**config.mk**
```make
export PLATFORM = sky130hd
export DESIGN_NAME = jrb8_seg7_display
export DESIGN_NICKNAME = d
export VERILOG_FILES = /design/src/rtl/jrb8_seg7_display.sv
export SDC_FILE = /design/constraint.sdc
export NUM_CORES = 1
export LEC_CHECK = 0
export CAP_MARGIN = 30
export CORE_MARGIN = 1.5
export CORE_UTILIZATION = 36
export CTS_CLUSTER_DIAMETER = 150
export DETAILED_ROUTE_END_ITERATION = 8
export PLACE_DENSITY_LB_ADDON = 0.15
export SLEW_MARGIN = 20
export SYNTH_ARGS = -nofsm -noshare
export SYNTH_HDL_FRONTEND = slang
export SYNTH_SLANG_ARGS = --single-unit
```
**constraint.sdc**
```tcl
create_clock -name clk -period 6.8 [get_ports clk]
set_input_delay 1.36 -clock clk [delete_from_list [all_inputs] [get_ports clk]]
set_output_delay 1.36 -clock clk [all_outputs]
set_load 0.05 [all_outputs]
```
**src/rtl/jrb8_seg7_display.sv**
```systemverilog
// jrb8 seven-segment output stage.
// Captures each OUT value, converts it to decimal digits (iterative
// double-dabble) or two hex nibbles, then cycles the digits on a single
// 7-segment display with blank gaps between them. A single-entry pending
// register holds the most recent value written while the display is busy;
// it is picked up at the next digit boundary.
module jrb8_seg7_display #(
  parameter logic [23:0] DIGIT_CYCLES = 24'd1_000_000,
  parameter logic [23:0] GAP_CYCLES   = 24'd250_000
) (
  input  logic       clk,
  input  logic       rst_n,
  input  logic       i_out_valid,
  input  logic [7:0] i_out_data,
  input  logic       i_hex_mode,
  output logic [6:0] o_segments,
  output logic       o_dp,
  output logic       o_busy
);

  typedef enum logic [1:0] {S_IDLE, S_CONVERT, S_SHOW, S_GAP} state_t;

  state_t      r_state;
  logic [23:0] r_cnt;
  logic [7:0]  r_value;
  logic        r_hex;
  logic [7:0]  r_shift;
  logic [11:0] r_bcd;
  logic [1:0]  r_idx;
  logic        r_pend_valid;
  logic [7:0]  r_pend_data;
  logic        r_pend_hex;
  logic [6:0]  r_segments;
  logic        r_dp;

  state_t      w_state_next;
  logic [23:0] w_cnt_next;
  logic [1:0]  w_idx_next;
  logic        w_start;
  logic [7:0]  w_start_data;
  logic        w_start_hex;
  logic        w_pend_valid_next;
  logic [7:0]  w_pend_data_next;
  logic        w_pend_hex_next;
  logic [11:0] w_bcd_adj;
  logic [11:0] w_bcd_next;
  logic [7:0]  w_shift_next;
  logic [7:0]  w_value_next;
  logic        w_hex_next;
  logic [1:0]  w_ndig;
  logic [1:0]  w_ndig_next;
  logic [3:0]  w_digit_next;
  logic [6:0]  w_segments_next;
  logic        w_dp_next;
  logic        w_cnt_zero;
  logic        w_boundary;

  // Number of digits shown: hex always 2, decimal drops leading zeros.
  function automatic logic [1:0] ndig_of(input logic [11:0] bcd, input logic hex);
    if (hex)                    return 2'd2;
    else if (bcd[11:8] != 4'd0) return 2'd3;
    else if (bcd[7:4] != 4'd0)  return 2'd2;
    else                        return 2'd1;
  endfunction

  // Digit at position idx of the displayed list (idx 0 = most significant shown).
  function automatic logic [3:0] digit_of(input logic [11:0] bcd, input logic hex,
                                          input logic [7:0] val, input logic [1:0] idx,
                                          input logic [1:0] ndig);
    logic [1:0] pos;
    pos = ndig - 2'd1 - idx;
    if (hex) return (idx == 2'd0) ? val[7:4] : val[3:0];
    case (pos)
      2'd2:    return bcd[11:8];
      2'd1:    return bcd[7:4];
      default: return bcd[3:0];
    endcase
  endfunction

  function automatic logic [6:0] font(input logic [3:0] d);
    case (d)
      4'h0: return 7'h3F;  4'h1: return 7'h06;  4'h2: return 7'h5B;  4'h3: return 7'h4F;
      4'h4: return 7'h66;  4'h5: return 7'h6D;  4'h6: return 7'h7D;  4'h7: return 7'h07;
      4'h8: return 7'h7F;  4'h9: return 7'h6F;  4'hA: return 7'h77;  4'hB: return 7'h7C;
      4'hC: return 7'h39;  4'hD: return 7'h5E;  4'hE: return 7'h79;  default: return 7'h71;
    endcase
  endfunction

  // Add-3 correction on each BCD nibble before the next shift.
  for (genvar gi = 0; gi < 3; gi++) begin : g_add3
    assign w_bcd_adj[gi*4 +: 4] = (r_bcd[gi*4 +: 4] >= 4'd5) ? r_bcd[gi*4 +: 4] + 4'd3
                                                              : r_bcd[gi*4 +: 4];
  end

  assign w_cnt_zero = (r_cnt == 24'd0);
  assign w_boundary = w_cnt_zero && ((r_state == S_GAP) ||
                                     (r_state == S_SHOW && GAP_CYCLES == 24'd0));
  assign w_ndig     = ndig_of(r_bcd, r_hex);

  // Next state, digit index, conversion start and pending-register update.
  always_comb begin
    w_state_next      = r_state;
    w_idx_next        = r_idx;
    w_start           = 1'b0;
    w_start_data      = i_out_data;
    w_start_hex       = i_hex_mode;
    w_pend_valid_next = r_pend_valid;
    w_pend_data_next  = r_pend_data;
    w_pend_hex_next   = r_pend_hex;
    case (r_state)
      S_IDLE:    if (i_out_valid) w_start = 1'b1;
      S_CONVERT: if (w_cnt_zero) begin
                   w_state_next = S_SHOW;
                   w_idx_next   = 2'd0;
                 end
      S_SHOW:    if (w_cnt_zero && GAP_CYCLES != 24'd0) w_state_next = S_GAP;
      default:   ;
    endcase
    if (w_boundary) begin
      if (i_out_valid) begin
        // A strobe coinciding with the boundary wins outright.
        w_start           = 1'b1;
        w_pend_valid_next = 1'b0;
      end else if (r_pend_valid) begin
        w_start           = 1'b1;
        w_start_data      = r_pend_data;
        w_start_hex       = r_pend_hex;
        w_pend_valid_next = 1'b0;
      end else begin
        w_state_next = S_SHOW;
        w_idx_next   = (r_idx == w_ndig - 2'd1) ? 2'd0 : r_idx + 2'd1;
      end
    end else if (i_out_valid && r_state != S_IDLE) begin
      w_pend_valid_next = 1'b1;
      w_pend_data_next  = i_out_data;
      w_pend_hex_next   = i_hex_mode;
    end
    if (w_start) w_state_next = S_CONVERT;
  end

  // Prescaler reload on every state entry (every exit happens at zero), else count down.
  always_comb begin
    w_cnt_next = r_cnt - 24'd1;
    if (r_state == S_IDLE || w_cnt_zero) begin
      case (w_state_next)
        S_CONVERT: w_cnt_next = 24'd7;
        S_SHOW:    w_cnt_next = DIGIT_CYCLES - 24'd1;
        S_GAP:     w_cnt_next = GAP_CYCLES - 24'd1;
        default:   w_cnt_next = 24'd0;
      endcase
    end
  end

  // Value latch and one double-dabble step per CONVERT cycle.
  always_comb begin
    w_value_next = r_value;
    w_hex_next   = r_hex;
    w_shift_next = r_shift;
    w_bcd_next   = r_bcd;
    if (w_start) begin
      w_value_next = w_start_data;
      w_hex_next   = w_start_hex;
      w_shift_next = w_start_data;
      w_bcd_next   = 12'd0;
    end else if (r_state == S_CONVERT) begin
      w_bcd_next   = {w_bcd_adj[10:0], r_shift[7]};
      w_shift_next = {r_shift[6:0], 1'b0};
    end
  end

  // Segment/dp values for the coming cycle, so the outputs stay registered.
  always_comb begin
    w_ndig_next     = ndig_of(w_bcd_next, w_hex_next);
    w_digit_next    = digit_of(w_bcd_next, w_hex_next, w_value_next, w_idx_next, w_ndig_next);
    w_segments_next = 7'd0;
    w_dp_next       = 1'b0;
    if (w_state_next == S_SHOW) begin
      w_segments_next = font(w_digit_next);
      w_dp_next       = (w_idx_next == w_ndig_next - 2'd1);
    end
  end

  // State and datapath registers.
  always_ff @(posedge clk or negedge rst_n) begin
    if (!rst_n) begin
      r_state      <= S_IDLE;
      r_cnt        <= 24'd0;
      r_value      <= 8'd0;
      r_hex        <= 1'b0;
      r_shift      <= 8'd0;
      r_bcd        <= 12'd0;
      r_idx        <= 2'd0;
      r_pend_valid <= 1'b0;
      r_pend_data  <= 8'd0;
      r_pend_hex   <= 1'b0;
      r_segments   <= 7'd0;
      r_dp         <= 1'b0;
    end else begin
      r_state      <= w_state_next;
      r_cnt        <= w_cnt_next;
      r_value      <= w_value_next;
      r_hex        <= w_hex_next;
      r_shift      <= w_shift_next;
      r_bcd        <= w_bcd_next;
      r_idx        <= w_idx_next;
      r_pend_valid <= w_pend_valid_next;
      r_pend_data  <= w_pend_data_next;
      r_pend_hex   <= w_pend_hex_next;
      r_segments   <= w_segments_next;
      r_dp         <= w_dp_next;
    end
  end

  assign o_segments = r_segments;
  assign o_dp       = r_dp;
  assign o_busy     = (r_state != S_IDLE);

endmodule

```
==> metrics.cfg <==
[outcome]
outcome=finished, final reports clean

[routing]
met2_length_um=4650
highest_layer=met4
drt_first_pass_iters=4
drc=0
routed_wl_um=9710
wl_per_cell_um=15.8
via_per_inst=5.26
wl_met3_um=268
antenna_left=0
vias=3242
route.layer.met1.wl_um=4650
drtIter0Drc=158

[flow_run]
max_cap_viol_count=0

[sta]
whs_ns=0.491
finalSetupViolations=0
finClkSkew_ns=0.00947
finalHoldViolCount=0
fmax_ghz=0.181
setup_slack_ns=1.27
fin_crit_sh_pct=81.3
worst_pin_slew_ns=0.694
slew_viol_final=0
setup_tns_ns=0
maxSlewHeadroom_pct=53.7
rsz0062_at_grt=no
fin_crit_ns=5.53

[cells_and_area]
drive_above_1_share_pct=12.4
multi_input_area_um2=2330
area_growth_syn_to_layout_pct=16.1
nets=498
num_antenna_cells=0
fillers=1143
fin_util_pct=42.6
seq_area_um2=1880

[grt]
grtUsageTotal_pct=16.6
grt_pass1_vias=3389
antenna_found_initial=0
overflow=0
grt_pass1_wl_um=16700
grt_max_degree=45

[floorplan]
initial_core_util_pct=36.7
placeableCoreArea_um2=11900
row_count=40
die-area_um2=12800
die_h_um=113
fp.dieW_um=113
pin_count=21

[worst_hold_path]
worstHoldStart=r_value[1]
hp-class=flip-flop to flip-flop

[logic_synthesis]
synth-compound-area-share_pct=15.8
synth_top_family_by_area=simple AND/OR/NAND/NOR gates
synth_edf_count=0
syn-cell-area_um2=4370
yosysSeqAreaShare_pct=43.0
synth.top_cell.area_share_pct=43.0
syn_area_per_cell_um2=9.97
postSynthCellCount=438
synth-simple-area-share_pct=17.3
yosysTopAreaCell=dfrtp_1
synth_adder_area_share_pct=6.02
synth_seq_cells=75
synth_warnings=0
synth_cell_type_count=62
synth_area_leaders=dfrtp_1 43%, ha_1 6.0%, mux2i_1 5.3%
synthArstFlopShare_pct=100
synthMuxAreaShare_pct=9.31
ys.flop_type=dfrtp_1
synth_nets=471
synth_xor_area_share_pct=4.81

[clocking]
clock_sinks=75
cts_tree=done
max-clock-path-buffers=2
cts_hold_buf=0
clock-root-buffer=clkbuf_16
cts-resized-gates=0
clkLatencyLatePin_ns=0.34
cts_setup_buffers=0
clkTransAtPathRegs_ns=0.06
cts.htree.levels=3
cts_buffers=9

[setup_path]
end_kind=flip-flop
r2r_start=r_cnt[0]
crit_type=input pin to flip-flop
cp_max_fo=17
cp-startpoint=i_out_valid
crit_path_start_kind=input pin
crit_required_ns=7.03
crit_arrival_ns=5.76

[place]
globalplace.congestion=0.854
hpwlAfterDp_um=7050
port_buffers=20
post-place-ws_ns=0.887

[power_and_ir_drop]
ir_drop_v=0.000133
p_per_area_nw_per_um2=197
p_leak_uw=0.00206

[where the power goes]
part | total (uW) | internal (uW) | switching, uW | leakage, uW
clock network | 516 | 330 | 186 | 0.000156
logic | 27.3 | 12.0 | 15.3 | 0.00103
registers | 456 | 452 | 3.37 | 0.000873
total | 999 | 794 | 205 | 0.00205
[final cells by class]
type | instances | share of cell area [%]
Inverter | 28 | 2.07
Clock buffer | 11 | 4.79
Tap cell | 147 | 3.63
Clock inverter | 4 | 1.46
Timing Repair Buffer | 27 | 5.18
Multi-Input combinational cell | 324 | 45.9
Sequential cell | 75 | 37.0
[synthesized netlist by cell type, types with 6 or more instances]
cell and count:
nor4_1 7, dfrtp_1 75, ha_1 21, xnor2_1 18, nor3_1 9, nand3_1 6, nand2_1 25, nor2_1 43
inv_1 28, a21oi_1 34, mux2_2 13, xor2_1 6, o21ai_0 28, mux2i_1 23
[cells in the final DEF, fill, tap and decap left out, drive strengths merged, types with 9 or more instances in the layout]
| cell type | n |
|---|---|
| dfrtp | 75 |
| nor2 | 45 |
| a21oi | 35 |
| o21ai | 30 |
| inv | 29 |
| nand2 | 26 |
| mux2i | 23 |
| ha | 21 |
| clkdlybuf4s50 | 19 |
| xnor2 | 18 |
| mux2 | 15 |
| clkbuf | 11 |
| nor4 | 11 |
| nor3 | 9 |
[logic make-up (layout without fill, tap and decap cells)]
family / count (synthesis) / in the layout
simple gates: 135 / 135
buf+inv: 39 / 70
mux: 38 / 38
xor+xnor: 24 / 24
flops: 75 / 75
compound gates: 106 / 106
fa+ha+maj: 21 / 21
[worst paths after layout]
path / end / slack (ns) / cells past startpoint
max in group asynchronous: r_cnt[5] / 5.21 / 2
min: r_value[1] / 0.49 / 2
min reg2reg: r_value[1] / 0.49 / 2
max reg2reg: o_segments[6] / 1.35 / 19
min in group asynchronous: r_cnt[21] / 1.02 / 1
max: o_segments[6] / 1.27 / 15
[stage by stage]
step,total power [uW],cell area [um2],std cells
2_1_floorplan,471,4370,438
3_3_place_gp,491,4730,600
3_5_place_dp,492,4750,601
4_1_cts,1020,5070,616
5_1_grt,1030,5070,616
6_report,999,5070,616
[metal layers]
metal / track usage (%) / up-vias
met3: 3.59 / 11
met1: 21.1 / 1561
met4: 5.92 / 0
met5: 0 / -
li1: - / 1629
met2: 27.8 / 41
[sequential cells by signal (all words and copies together), names as in the netlist]
signal / count
r_pend_data: 8
o_dp: 1
r_pend_valid: 1
r_shift: 8
r_state: 2
r_bcd: 12
r_idx: 2
o_segments: 7
r_pend_hex: 1
r_value: 8
r_cnt: 24
r_hex: 1
[critical path, cell delays in order]
cell and delay [ns]:
clkdlybuf4s50_1 0.77, o21a_1 0.62, nor2_1 0.19, nor3_1 0.25, a21o_1 0.14, ha_1 0.15, xor2_1 0.21, ha_1 0.33
a221o_1 0.29, o211a_1 0.13, a21oi_1 0.41, inv_1 0.17, ha_1 0.23, mux2_2 0.26, a221oi_1 0.24
Note: power is estimated with default switching activity, not from simulation.
==> RTL edit 1, RTL diff (same flow settings) <==
Take the reset off `r_value`, `r_shift` and `r_pend_data` and load them in a clocked block of their own.
--- a/src/rtl/jrb8_seg7_display.sv
+++ b/src/rtl/jrb8_seg7_display.sv
@@ -185,32 +185,32 @@
     if (!rst_n) begin
       r_state      <= S_IDLE;
       r_cnt        <= 24'd0;
-      r_value      <= 8'd0;
       r_hex        <= 1'b0;
-      r_shift      <= 8'd0;
       r_bcd        <= 12'd0;
       r_idx        <= 2'd0;
       r_pend_valid <= 1'b0;
-      r_pend_data  <= 8'd0;
       r_pend_hex   <= 1'b0;
       r_segments   <= 7'd0;
       r_dp         <= 1'b0;
     end else begin
       r_state      <= w_state_next;
       r_cnt        <= w_cnt_next;
-      r_value      <= w_value_next;
       r_hex        <= w_hex_next;
-      r_shift      <= w_shift_next;
       r_bcd        <= w_bcd_next;
       r_idx        <= w_idx_next;
       r_pend_valid <= w_pend_valid_next;
-      r_pend_data  <= w_pend_data_next;
       r_pend_hex   <= w_pend_hex_next;
       r_segments   <= w_segments_next;
       r_dp         <= w_dp_next;
     end
   end
 
+  always_ff @(posedge clk) begin
+    r_value     <= w_value_next;
+    r_shift     <= w_shift_next;
+    r_pend_data <= w_pend_data_next;
+  end
+
   assign o_segments = r_segments;
   assign o_dp       = r_dp;
   assign o_busy     = (r_state != S_IDLE);
Behaviour: same outputs for any inputs over 10 cycles, from zero or initial values and one cycle with rst_n low; that may be too few to reach the edited logic, so the function may still have changed.
==> RTL edit 1 against the original RTL <==
  * Routed wire length increased by 2.9%
  * Sequential cell count unchanged
  * Global-route usage is 0.27 points higher
  * Area after synthesis fell by 0.63%
  * Clock skew shrank 0.0023 ns
  * Via count down 0.28%
  * Cell area fell by 2.5%
  * Worst setup slack worse by 0.37 ns
  * Highest routed layer unchanged
Power is not compared: it rests on default switching activity, and its combinational part moved more than twofold at a synthesized area within 25%.
==> RTL edit 1: results (changes against the original RTL) <==
Status
  • Status: complete, no violations (unchanged)

Synth
  • Post-synthesis mux area share: 0.0649 (was 0.0931)
  • Compound-Gate Fraction of Synth Area: 0.178 (was 0.158)
  • Netlist cell types: 74 (was 62)
  • Post-Synth XOR/XNOR Area: 0.0464 (was 0.0481)
  • Number of flops mapped to enable cells by yosys: 16 (was 0)
  • Post-synth top cells: 51 x dfrtp_1, 44 x nor2_1, 35 x a21oi_1 (was 75 x dfrtp_1, 43 x nor2_1, 34 x a21oi_1)
  • Synth Area in Adders: 0.0606 (was 0.0602)
  • Seq/Total Area, Yosys: 0.442 (was 0.430)
  • Syn Nets: 466 (was 471)
  • Top cells by area, synth: dfrtp_1 29%, edfxtp_1 11%, ha_1 6.1% (was dfrtp_1 43%, ha_1 6.0%, mux2i_1 5.3%)

Global routing
  • All-Layer GR Usage: 0.168 (was 0.166)
  • Met2 Use GR: 0.250 (was 0.278)
  • Vias in the first global route: 3290 (was 3389)

Worst setup path
  • Max stage delay on crit path: 0.55 ns (was 0.77 ns)
  • Crit Reg-Reg Endpoint: o_segments[0] (was o_segments[6])
  • R2R Setup Slk: 0.90 ns (was 1.35 ns)
  • Data arrival time of the critical path: 6.12 ns (was 5.76 ns)
  • Worst Setup SP: r_cnt[0] (was i_out_valid)

Timing
  • Hold slack: 0.465 ns (was 0.491 ns)
  • Setup skew after layout: 0.00720 ns (was 0.00947 ns)

Detailed routing
  • Routed WL: 9990 microns (was 9710 microns)
  • Met2 WL post-DR: 4380 microns (was 4650 microns)
  • Vias/cell: 5.40 (was 5.26)
  • Vias post-DR: 3233 (was 3242)
  • Met3 wire len: 300 microns (was 268 microns)

Hold path
  • Min-delay src: r_value[1] (unchanged)
  • Worst Hold End: r_value[1] (unchanged)

Cells and area
  • Final net count: 484 (was 498)

Placed design
  • Gp weighted congestion: 0.852 (was 0.854)
  • Placed cell count: 583 (was 601)
==> RTL edit 1: through the flow <==
stage | utilization | cell area [sq um] | setup slack, ns
2_1_floorplan | - | 4340 | 1.58
3_3_place_gp | 0.403 | 4660 | 0.661
3_5_place_dp | 0.403 | 4660 | 0.660
4_1_cts | 0.427 | 4940 | 0.910
5_1_grt | 0.427 | 4940 | 0.550
6_report | 0.427 | 4940 | 0.899
==> RTL edit 1: logic make-up (layout without fill, tap and decap cells) <==
logic type / count (synthesis) / in the layout
flops: 75 / 75
xor+xnor: 23 / 23
buf+inv: 44 / 67
compound gates: 113 / 113
simple gates: 131 / 131
fa+ha+maj: 21 / 21
mux: 26 / 26
==> RTL edit 1: area by class of cell <==
cell class              instances  area [sq um]  share of cell area
repair buffers                 25           233              0.0471
inverters                      26           100              0.0203
multi-input cells             314          2230               0.451
flip-flops and latches         75          1920               0.388
well taps                     143           179              0.0362
clock inverters                 7          58.8              0.0119
clock buffers                   9           225              0.0456
==> RTL edit 2, RTL diff (config.mk and constraints unchanged) <==
Without the edit above. Change the parameter `DIGIT_CYCLES` from 24'd1_000_000 to 24'd500000.
--- a/src/rtl/jrb8_seg7_display.sv
+++ b/src/rtl/jrb8_seg7_display.sv
@@ -5,7 +5,7 @@
 // register holds the most recent value written while the display is busy;
 // it is picked up at the next digit boundary.
 module jrb8_seg7_display #(
-  parameter logic [23:0] DIGIT_CYCLES = 24'd1_000_000,
+  parameter logic [23:0] DIGIT_CYCLES = 24'd500000,
   parameter logic [23:0] GAP_CYCLES   = 24'd250_000
 ) (
   input  logic       clk,
Formal check against the unedited RTL: same outputs for any inputs over 10 cycles, from zero or initial values and one cycle with rst_n low; that may be too few to reach the edited logic, so the function may still have changed.
==> RTL edit 2 against the original RTL <==
  * Routed wire length up 1.1%
  * Critical path type unchanged
  * Clock skew down 0.0053 ns
  * Sequential cell count unchanged
  * Via count up 2.9%
  * Critical endpoint is now o_segments[3]
  * Power up 0.63%
  * Area after synthesis up 2.1%
  * Worst setup slack worse by 0.13 ns
  * Cell area up 1.4%
==> RTL edit 2: results (changes against the original RTL) <==
Cells and area
  • Fillers: 1182 (was 1143)
  • Layout cells sized above 1: 0.125 (was 0.124)
  • Final net count: 499 (was 498)

Detailed routing
  • Initial DRC Count: 189 (was 158)
  • Vias post-DR: 3337 (was 3242)
  • Drt first pass iters: 4 (unchanged)
  • Routed WL: 9820 microns (was 9710 microns)

Worst setup path
  • Worst-path maximum fanout: 7 (was 17)
  • Data arrival time of the critical path: 5.93 ns (was 5.76 ns)

Power and ir drop
  • Worst vdd ir: 0.125 mV (was 0.133 mV)
  • LEAKAGE: 2.09 nW (was 2.06 nW)

CTS
  • Setup Buffers After CTS: 0 (unchanged)
  • Clk pin slew, worst setup/hold paths: 0.06 ns (about the same)
  • Htree depth: 3 (unchanged)
  • Clk root buf: clkbuf_16 (unchanged)
  • Clk_lat worst skew: 0.34 ns (about the same)
  • Worst-case clock buffer depth: 2 (unchanged)
  • CTS Buf Count: 9 (unchanged)

Placed design
  • # port buffers: 20 (unchanged)
  • Gp weighted congestion: 0.828 (was 0.854)
  • Final HPWL DP: 7160 microns (was 7050 microns)

Global routing
  • First-pass GRT wire length: 16800 microns (was 16700 microns)
  • Initial antenna violation count: 0 (unchanged)
  • All-Layer GR Usage: 0.166 (about the same)
  • Largest net degree at the start of global routing: 46 (was 45)
  • Vias in the first global route: 3372 (was 3389)

Synth
  • Syn Nets: 483 (was 471)
  • Top cells by area, synth: dfrtp_1 42%, ha_1 5.9%, a21oi_1 3.9% (was dfrtp_1 43%, ha_1 6.0%, mux2i_1 5.3%)
  • Seq/Total Area, Yosys: 0.421 (was 0.430)
  • Netlist cell types: 71 (was 62)
  • Ys async rst share: 1.00 (unchanged)
  • Post-synth top cells: 75 x dfrtp_1, 38 x nor2_1, 35 x a21oi_1 (was 75 x dfrtp_1, 43 x nor2_1, 34 x a21oi_1)
  • Top_reg_cell synth: dfrtp_1 (unchanged)

Status
  • Status: complete, no violations (unchanged)

Timing
  • Worst slew pin tran: 0.906 ns (was 0.694 ns)
  • Setup skew after layout: 0.00421 ns (was 0.00947 ns)

Hold path
  • Type of the tightest min-delay check: flip-flop to flip-flop (unchanged)
RTL edit 2: changes by cell type in the layout (fill, tap and decap cells not counted), sizes merged, moves of 6 or more:
| cell | unedited run | this run |
|---|---|---|
| nor2b | 3 | 9 |
| a211oi | 1 | 10 |
| nor2 | 45 | 39 |
| inv | 29 | 23 |
| and2 | 0 | 8 |
| mux2i | 23 | 16 |
RTL edit 2: worst paths after layout:
path                             start             to  slack, ns  depth (start not counted)
max in group asynchronous        rst_n       r_bcd[1]       5.27                          2
max reg2reg                   r_cnt[0]  o_segments[3]       1.56                         20
min in group asynchronous        rst_n      r_cnt[12]       0.96                          1
min reg2reg                 r_value[7]     r_value[7]       0.49                          2
min                         r_value[7]     r_value[7]       0.49                          2
max                        i_out_valid  o_segments[3]       1.14                         18
RTL edit 2: critical path, cell delays in order:
cell             delay, ns
clkdlybuf4s50_1       0.49
nand3b_1              0.24
nor3_4                0.38
mux2i_1               0.41
a21o_2                0.25
inv_4                 0.06
o41ai_1               0.36
ha_1                  0.26
xnor2_1               0.09
ha_1                  0.39
a221o_1               0.14
a21oi_1               0.07
a31oi_2               0.34
inv_1                 0.17
ha_1                  0.34
inv_1                 0.04
mux4_2                0.44
nor2_1                0.09
RTL edit 2: final cells by class:
type,instances,area [sq um],share of cell area
tap,168,210,0.0409
sequential,75,1880,0.365
multi-input combinational,334,2400,0.466
clock buffer,11,253,0.0492
timing repair buffer,23,240,0.0467
clock inverter,5,75.1,0.0146
inverter,23,88.8,0.0173
RTL edit 2: stage by stage:
stage,cells,worst slack (ns),instance area (sq um),utilization,hold slack (ns)
floorplan,450,1.87,4460,-,0.450
CTS,639,1.13,5140,0.426,0.492
detailed placement,623,0.799,4810,0.399,0.476
finish,639,1.14,5140,0.426,0.487
global route,639,0.855,5140,0.426,0.514
global placement,622,0.926,4790,0.397,0.471
RTL edit 2: cell families after synthesis:
logic type | count (synthesis) | share of synthesized area
adders and majority gates | 21 | 0.0590
buffers and inverters | 41 | 0.0418
xor gates and xnor gates | 25 | 0.0491
AOI/OAI and AO/OA | 116 | 0.176
and+or+nand+nor | 142 | 0.179
DFF | 75 | 0.421
muxes | 30 | 0.0738
RTL edit 2: report_power, final:
| group | switching, mW | internal (mW) | total, mW |
|---|---|---|---|
| logic | 0.0164 | 0.0137 | 0.0301 |
| registers | 0.00244 | 0.452 | 0.454 |
| clock network | 0.182 | 0.339 | 0.521 |
| total | 0.201 | 0.805 | 1.01 |
RTL edit 2: routing by layer:
metal	part of all wire	track usage	up-vias
met5	0	0	-
met4	0.021	0.0667	0
met3	0.036	0.0392	15
met2	0.46	0.265	54
met1	0.48	0.217	1620
li1	-	-	1648
